### src/rtl/flow_dequant.sv
// flow_dequant: 3-stage dequantizer (table read, multiply, reduce) with block-position tracking.
// Define FLOW_DEQUANT_SAT_EN to saturate results to 16 bits; otherwise the low 16 bits are kept.
module flow_dequant #(
  parameter int N  = 2,
  parameter int QW = 8
) (
  input  logic            clk,
  input  logic            rst,
  input  logic            en,
  input  logic            cfg_we,
  input  logic [5:0]      cfg_addr,
  input  logic [QW-1:0]   cfg_data,
  input  logic            in_valid,
  input  logic [N*16-1:0] in_data,
  input  logic            in_sob,
  input  logic            in_eob,
  input  logic            in_sof,
  output logic            out_valid,
  output logic [N*16-1:0] out_data,
  output logic            out_sob,
  output logic            out_eob,
  output logic            out_sof,
  output logic            out_err
);

  localparam int BEATS = 64 / N;
  localparam int BW    = (BEATS > 1) ? $clog2(BEATS) : 1;
  localparam int PW    = 16 + QW + 1;
  localparam logic [BW-1:0] LAST_BEAT = BW'(BEATS - 1);

  logic [QW-1:0] qtab_reg [64];
  logic [BW-1:0] b_reg;
  logic [BW-1:0] b_used;
  logic          accept;
  logic          frame_bad;
  logic          err_reg;

  logic s1_valid_reg, s1_sob_reg, s1_eob_reg, s1_sof_reg;
  logic s2_valid_reg, s2_sob_reg, s2_eob_reg, s2_sof_reg;
  logic out_valid_reg, out_sob_reg, out_eob_reg, out_sof_reg;

  assign accept = in_valid & en;
  assign b_used = in_sob ? '0 : b_reg;

  // sob/eob on one beat is always caught here because LAST_BEAT is never 0 for legal N
  assign frame_bad = (in_eob && (b_used != LAST_BEAT)) ||
                     (!in_eob && (b_used == LAST_BEAT)) ||
                     (in_sof && !in_sob);

  // Table writes ignore en; stage-1 reads below see the pre-write contents.
  always_ff @(posedge clk) begin
    if (rst) begin
      for (int k = 0; k < 64; k++) qtab_reg[k] <= QW'(1);
    end else if (cfg_we) begin
      qtab_reg[cfg_addr] <= cfg_data;
    end
  end

  always_ff @(posedge clk) begin
    if (rst) begin
      b_reg   <= '0;
      err_reg <= 1'b0;
    end else if (accept) begin
      b_reg <= b_used + BW'(1);
      if (frame_bad) err_reg <= 1'b1;
    end
  end

  always_ff @(posedge clk) begin
    if (rst) begin
      s1_valid_reg  <= 1'b0;
      s1_sob_reg    <= 1'b0;
      s1_eob_reg    <= 1'b0;
      s1_sof_reg    <= 1'b0;
      s2_valid_reg  <= 1'b0;
      s2_sob_reg    <= 1'b0;
      s2_eob_reg    <= 1'b0;
      s2_sof_reg    <= 1'b0;
      out_valid_reg <= 1'b0;
      out_sob_reg   <= 1'b0;
      out_eob_reg   <= 1'b0;
      out_sof_reg   <= 1'b0;
    end else if (en) begin
      s1_valid_reg  <= in_valid;
      s1_sob_reg    <= in_valid & in_sob;
      s1_eob_reg    <= in_valid & in_eob;
      s1_sof_reg    <= in_valid & in_sof;
      s2_valid_reg  <= s1_valid_reg;
      s2_sob_reg    <= s1_sob_reg;
      s2_eob_reg    <= s1_eob_reg;
      s2_sof_reg    <= s1_sof_reg;
      out_valid_reg <= s2_valid_reg;
      out_sob_reg   <= s2_sob_reg;
      out_eob_reg   <= s2_eob_reg;
      out_sof_reg   <= s2_sof_reg;
    end
  end

  generate
    for (genvar gi = 0; gi < N; gi++) begin : g_lane
      logic [5:0]             lane_idx;
      logic signed [15:0]     coef_reg;
      logic [QW-1:0]          q_reg;
      logic signed [PW-1:0]   prod_reg;
      logic signed [15:0]     res;
      logic signed [15:0]     dout_reg;

      assign lane_idx = 6'(int'(b_used) * N + gi);

`ifdef FLOW_DEQUANT_SAT_EN
      localparam logic signed [PW-1:0] SAT_MAX = PW'(32767);
      localparam logic signed [PW-1:0] SAT_MIN = PW'(-32768);
      always_comb begin
        res = prod_reg[15:0];
        if (prod_reg > SAT_MAX)      res = 16'sh7fff;
        else if (prod_reg < SAT_MIN) res = 16'sh8000;
      end
`else
      always_comb begin
        res = prod_reg[15:0];
      end
`endif

      always_ff @(posedge clk) begin
        if (rst) begin
          coef_reg <= '0;
          q_reg    <= '0;
          prod_reg <= '0;
          dout_reg <= '0;
        end else if (en) begin
          coef_reg <= in_data[gi*16 +: 16];
          q_reg    <= qtab_reg[lane_idx];
          // zero-extend the unsigned table entry so the multiply stays signed
          prod_reg <= coef_reg * $signed({1'b0, q_reg});
          dout_reg <= res;
        end
      end

      assign out_data[gi*16 +: 16] = dout_reg;
    end
  endgenerate

  assign out_valid = out_valid_reg;
  assign out_sob   = out_sob_reg;
  assign out_eob   = out_eob_reg;
  assign out_sof   = out_sof_reg;
  assign out_err   = err_reg;

endmodule

### config.mk
export PLATFORM = sky130hd
export DESIGN_NAME = flow_dequant
export DESIGN_NICKNAME = d
export VERILOG_FILES = /design/src/rtl/flow_dequant.sv
export SDC_FILE = /design/constraint.sdc
export NUM_CORES = 2
export LEC_CHECK = 0
export ABC_AREA = 1
export BUFFER_PORTS_ARGS = -buffer_cell sky130_fd_sc_hd__buf_2
export CORE_MARGIN = 4
export CORE_UTILIZATION = 45
export CTS_CLUSTER_DIAMETER = 80
export DETAILED_ROUTE_END_ITERATION = 10
export GPL_ROUTABILITY_DRIVEN = 0
export HOLD_SLACK_MARGIN = 0.02
export MAX_ROUTING_LAYER = met4
export PLACE_DENSITY = 0.62
export SYNTH_ARGS = -nofsm -noshare
export SYNTH_HDL_FRONTEND = slang
export SYNTH_SLANG_ARGS = --single-unit
### constraint.sdc
create_clock -name clk -period 4.4 [get_ports clk]
set_input_delay 0.44 -clock clk [delete_from_list [all_inputs] [get_ports clk]]
set_output_delay 0.44 -clock clk [all_outputs]
set_load 0.02 [all_outputs]
Word level (Yosys, flattened, before mapping)
Memories as Yosys holds them, arrays and structs flattened. A register that Yosys moved wholly into a read port is not among the register bits.
Index checks and enable logic that the tools add are counted.

operators by class
  $add $sub $neg = 2
  $mul = 2
  equal/unequal tests = 2
  mux-type cells = 9
  bitwise operators = 4
  reductions and logical operators = 9

operators with widths
  kind                 number
  $mul 16x9->16        2
  $mux 8               1
  $reduce_or 8->1      1
  $add 6x1->6 const B  1
  $mux 1               6
  $mux 6               1
  $add 5x1->5 const B  1
  $eq 5x5->1 const B   1
  $mux 5               1
  $ne 5x5->1 const B   1
  $and 1x1->1          4
  $logic_and 1x1->1    3
  $logic_not 1->1      2
  $logic_or 1x1->1     2
  $reduce_and 2->1     1

storage, ports and cells
  flip-flop bits (word level) = 114
  RAM bits = 512
  input bits = 54
  output and inout bits = 37
  logic and storage cells = 49
  memories kept = 1

memory list
  memory    depth  bits a word  read ports  clocked after Yosys merged registers in  write ports  line  text
  qtab_reg  64     8            2           2                                        64           31    logic [QW-1:0] qtab_reg [64];

Logic depth before layout (Yosys ltp)
  word-level depth = 6
  depth in mapped cells = 24
  gate-level depth less buffers = 22

Least setup slack after synthesis
OpenSTA, ideal clock, no wires.

  path kind = register -> register
  from = reg g_lane[1].q_reg[0] (read register of qtab_reg)
  to = reg g_lane[1].prod_reg[10]
  library setup time = 116 ps
  arrival = 4352 ps
  required time = 4284 ps
  setup slack = -68 ps
  stages on the path, launching flop included = 19
  buffers on the path = 2
  clock period less this slack = 4468 ps
  cells stage by stage = dfxtp_1 > clkbuf_1 > buf_1 > nand2_1 > fa_1 > inv_1 > fa_1 > fa_1 > inv_1 > fa_1 > inv_1 > ha_1 > a21o_1 > or2_2 > a21oi_1 > xor2_1 > nand2_1 > o211ai_1 > inv_1

between the ends
  word-level cells in the longest chain between the ends = 1

RTL lines
  item                  line  text
  from (decl)           103   logic [QW-1:0] q_reg;
  $mul 16x9->16         134   prod_reg <= coef_reg * $signed({1'b0, q_reg});
  to (signal assigned)  134
  to (decl)             104   logic signed [PW-1:0] prod_reg;

Every way passes these cells.
A chain may end at the register's enable or synchronous reset.

Worst setup path after layout
  from = reg g_lane[1].coef_reg[4]
  to = reg g_lane[1].prod_reg[13]

between the ends
  word-level cells in the longest chain between the ends = 1

RTL lines
  item                    line  text
  from (decl)             102   logic signed [15:0] coef_reg;
  from (signal assigned)  131   coef_reg <= in_data[gi*16 +: 16];
  $mul 16x9->16           134

Every way passes these cells.

==> impl_results.md <==
- Status: complete, no violations
- Pwr dens: 378 nW/um^2
- Post-CTS Setup Inserts: 0
- H-tree depth: 3
- Yosys warns: 0
- HP Class: in -> reg
- Num ports: 91
- Req. time, crit path: 4.89 ns
- First-pass GRT wire length: 138 mm
- Vias in the first global route: 25100
- Worst rel slew slack: 31.2%
- # DRC: 0
- Sequential Power Share: 49.0%
- Core Footprint: 75900 sq um
- Fin crit share: 94.0%
- CTS Root Cell: clkbuf_16
- Syn Std Cell Area: 34500 sq um
- Sw Pwr: 3740 uW
- Gr usage total: 22.0%
- P_int: 10600 uW
- Die height: 285 microns
- Post-route minimum period: 4.14 ns
- Slew Viols, Final: 0
- Worst-case clock buffer depth: 3
- Maxcap violations: 0
- Syn Inst Count: 3938
- Number of flip-flops in the largest register: 512
- Setup TNS: 0 ns
- TritonCTS clock tree: yes
- Cell variety after synth: 37
- Tightest Pin Transition: 1.03 ns
- Crit Path Max Fanout: 9
- Reg clk slew, reported paths: 0.06 ns
- Initial antenna violation count: 2
- Via density: 5.16
- DR pass1 iterations: 6
- Clock network power share: 39.6%
- Share of the synthesized area in the top cell type: 44.5%
- Post-Syn Nets: 4176
- Routed length per instance: 17.5 microns
- Hold Vio Cnt, Final: 0
- Worst-Skew Late Latency: 0.63 ns
- Fin Clk Skew: 0.0354 ns
- Crit Path Class: reg -> reg
- Net Sw Frac: 26.0%
- Seq cells post-synth: 642
- Logic pwr share: 11.4%
- Final Setup Violations: 0
- Register area share after synthesis: 52.1%
- DRT antenna net count: 0
- Leakage Power: 0.0164 uW
- Final core area utilization: 50.1%
- Post-CTS sizing: 0
- Cts hold-fix bufs: 0
- Clk sinks: 642
- Worst VDD drop: 0.245 mV
- Largest net degree at the start of global routing: 132
- GRT overflow: 0
- CTS Buf Count: 70
- RSZ-0062 raised after global routing: no
- Layout area overhead: 10.1%
- Initial Utilization: 45.5%
- Die width: 285 microns
- Nets: 4161
- CP arrival: 4.63 ns
- DRT iter0 DRCs: 2180
- Die area: 81200 sq um
- Avg Cell Area, Syn: 8.77 sq um
- CP Capture Type: flip-flop
- Total number of vias: 25800
- Most area-consuming cells after synthesis: edfxtp_1 (45%), nor2_1 (8.1%), dfxtp_1 (7.5%)
- Number of I/O port buffers: 90
- Synth area leader: edfxtp_1
- CP Launch Type: flip-flop
- Row count: 101
- Peak Freq: 242 MHz
- Post-DP HPWL: 57.1 mm
- Routed wire length: 87.8 mm
- Layout cells sized above 1: 7.54%
==> cell families (layout without fill, tap and decap cells) <==
group | after synthesis | in the layout | share of synthesized area (%)
AO/OA/AOI/OAI | 679 | 679 | 10.6
XOR/XNOR | 11 | 11 | 0.279
adder cells (fa/ha/maj) | 184 | 184 | 9.27
buffers and inverters | 907 | 950 | 10.4
flip-flops | 642 | 642 | 52.1
other | 0 | 3 | 0
AND/OR/NAND/NOR | 1515 | 1515 | 17.5
==> cell usage after synthesis <==
cell type,number
ha_1,64
nand2_1,506
nand4_1,5
a31oi_1,5
edfxtp_1,512
a31o_2,1
a21o_1,1
clkinv_1,1
buf_6,10
o211ai_2,3
inv_1,654
a21boi_0,1
nand3_1,242
nor2_1,743
a21oi_1,173
a311oi_1,1
o211ai_1,67
a22oi_1,1
buf_4,9
clkbuf_2,11
o21ai_0,338
o21bai_1,2
buf_2,41
clkbuf_1,159
nand2_2,2
nor3_1,14
a21oi_2,8
o21ai_1,77
xnor2_1,3
inv_2,11
buf_1,11
nand3b_1,2
fa_1,120
a211oi_1,1
dfxtp_1,130
xor2_1,8
or2_2,1
==> cells in the final DEF, fill, tap and decap left out, types with 3 or more instances in the layout <==
master / Yosys / layout
o21ai_0: 338 / 337
clkinv_2: 0 / 13
nor3_1: 14 / 13
nand4_1: 5 / 5
clkbuf_8: 0 / 3
inv_1: 654 / 651
inv_2: 11 / 11
buf_2: 41 / 89
clkbuf_1: 159 / 19
nand3_1: 242 / 242
nor2_1: 743 / 741
fa_1: 120 / 120
buf_4: 9 / 60
nand2_1: 506 / 506
dfxtp_2: 0 / 18
edfxtp_1: 512 / 512
o21ai_1: 77 / 78
a31oi_1: 5 / 5
o211ai_1: 67 / 67
xor2_1: 8 / 8
a21oi_1: 173 / 173
dfxtp_1: 130 / 112
xnor2_1: 3 / 3
clkinv_1: 1 / 16
ha_1: 64 / 64
a21oi_2: 8 / 8
o211ai_2: 3 / 3
clkbuf_16: 0 / 73
diode_2: 0 / 3
buf_12: 0 / 4
==> worst max-delay path: stages, from the launching register on <==
cell      delay (ns)
dfxtp_1         0.50
nand2_1         0.12
fa_1            0.49
fa_1            0.54
inv_1           0.05
fa_1            0.47
inv_1           0.05
fa_1            0.47
inv_1           0.04
ha_1            0.33
a21oi_1         0.28
o21ai_0         0.18
nand2_1         0.12
nand3_1         0.07
nand2_1         0.06
nand3_1         0.09
o211ai_1        0.12
inv_1           0.05
==> power by group through the flow <==
| stage | Sequential (uW) | Combinational [uW] | Clock [uW] |
|---|---|---|---|
| 6_report | 7050 | 1650 | 5690 |
| 2_1_floorplan | 7120 | 1160 | 0 |
| 5_1_grt | 7080 | 1880 | 6050 |
| 3_3_place_gp | 7160 | 1620 | 0 |
| 3_5_place_dp | 7170 | 1640 | 0 |
| 4_1_cts | 7040 | 1650 | 5790 |
==> layout make-up <==
type | count | area, sq um
tap | 1030 | 1290
clock buffer | 96 | 1950
timing repair buffer | 154 | 987
sequential | 642 | 18000
fill | 7158 | 37900
clock inverter | 34 | 270
antenna | 3 | 7.51
inverter | 666 | 2510
multi-input combinational | 2389 | 13000
==> per-stage QoR <==
stage               worst slack [ns]  cell area, sq um  total power, uW  hold WS (ns)  std cells
floorplan                     0.0308             34500             8280         0.434       3938
global placement               0.190             35800             8780         0.442       4881
detailed placement             0.180             35800             8810         0.453       4881
CTS                            0.169             38000            14500        0.0204       5011
global route                 0.00461             38000            15000        0.0430       5013
finish                         0.264             38000            14400        0.0551       5014
==> routing by layer <==
| metal | vias up | part of all wire, % | GRT usage (%) |
|---|---|---|---|
| met3 | 141 | 6.6 | 3.49 |
| met4 | 0 | 2.5 | 6.45 |
| li1 | 12600 | - | - |
| met2 | 786 | 48 | 36.2 |
| met5 | - | 0 | - |
| met1 | 12300 | 43 | 28.4 |
==> path summary, 6_finish.rpt <==
| check | endpoint | slack [ns] | depth (start not counted) | startpoint |
|---|---|---|---|---|
| setup reg to reg | g_lane[1].prod_reg[13] | 0.26 | 17 | g_lane[1].coef_reg[4] |
| hold / removal | g_lane[0].coef_reg[9] | 0.06 | 3 | in_data[9] |
| hold reg to reg | s1_valid_reg | 0.46 | 2 | s1_valid_reg |
| setup / recovery | g_lane[1].prod_reg[13] | 0.26 | 17 | g_lane[1].coef_reg[4] |
Power figures use the tool's default switching activity.
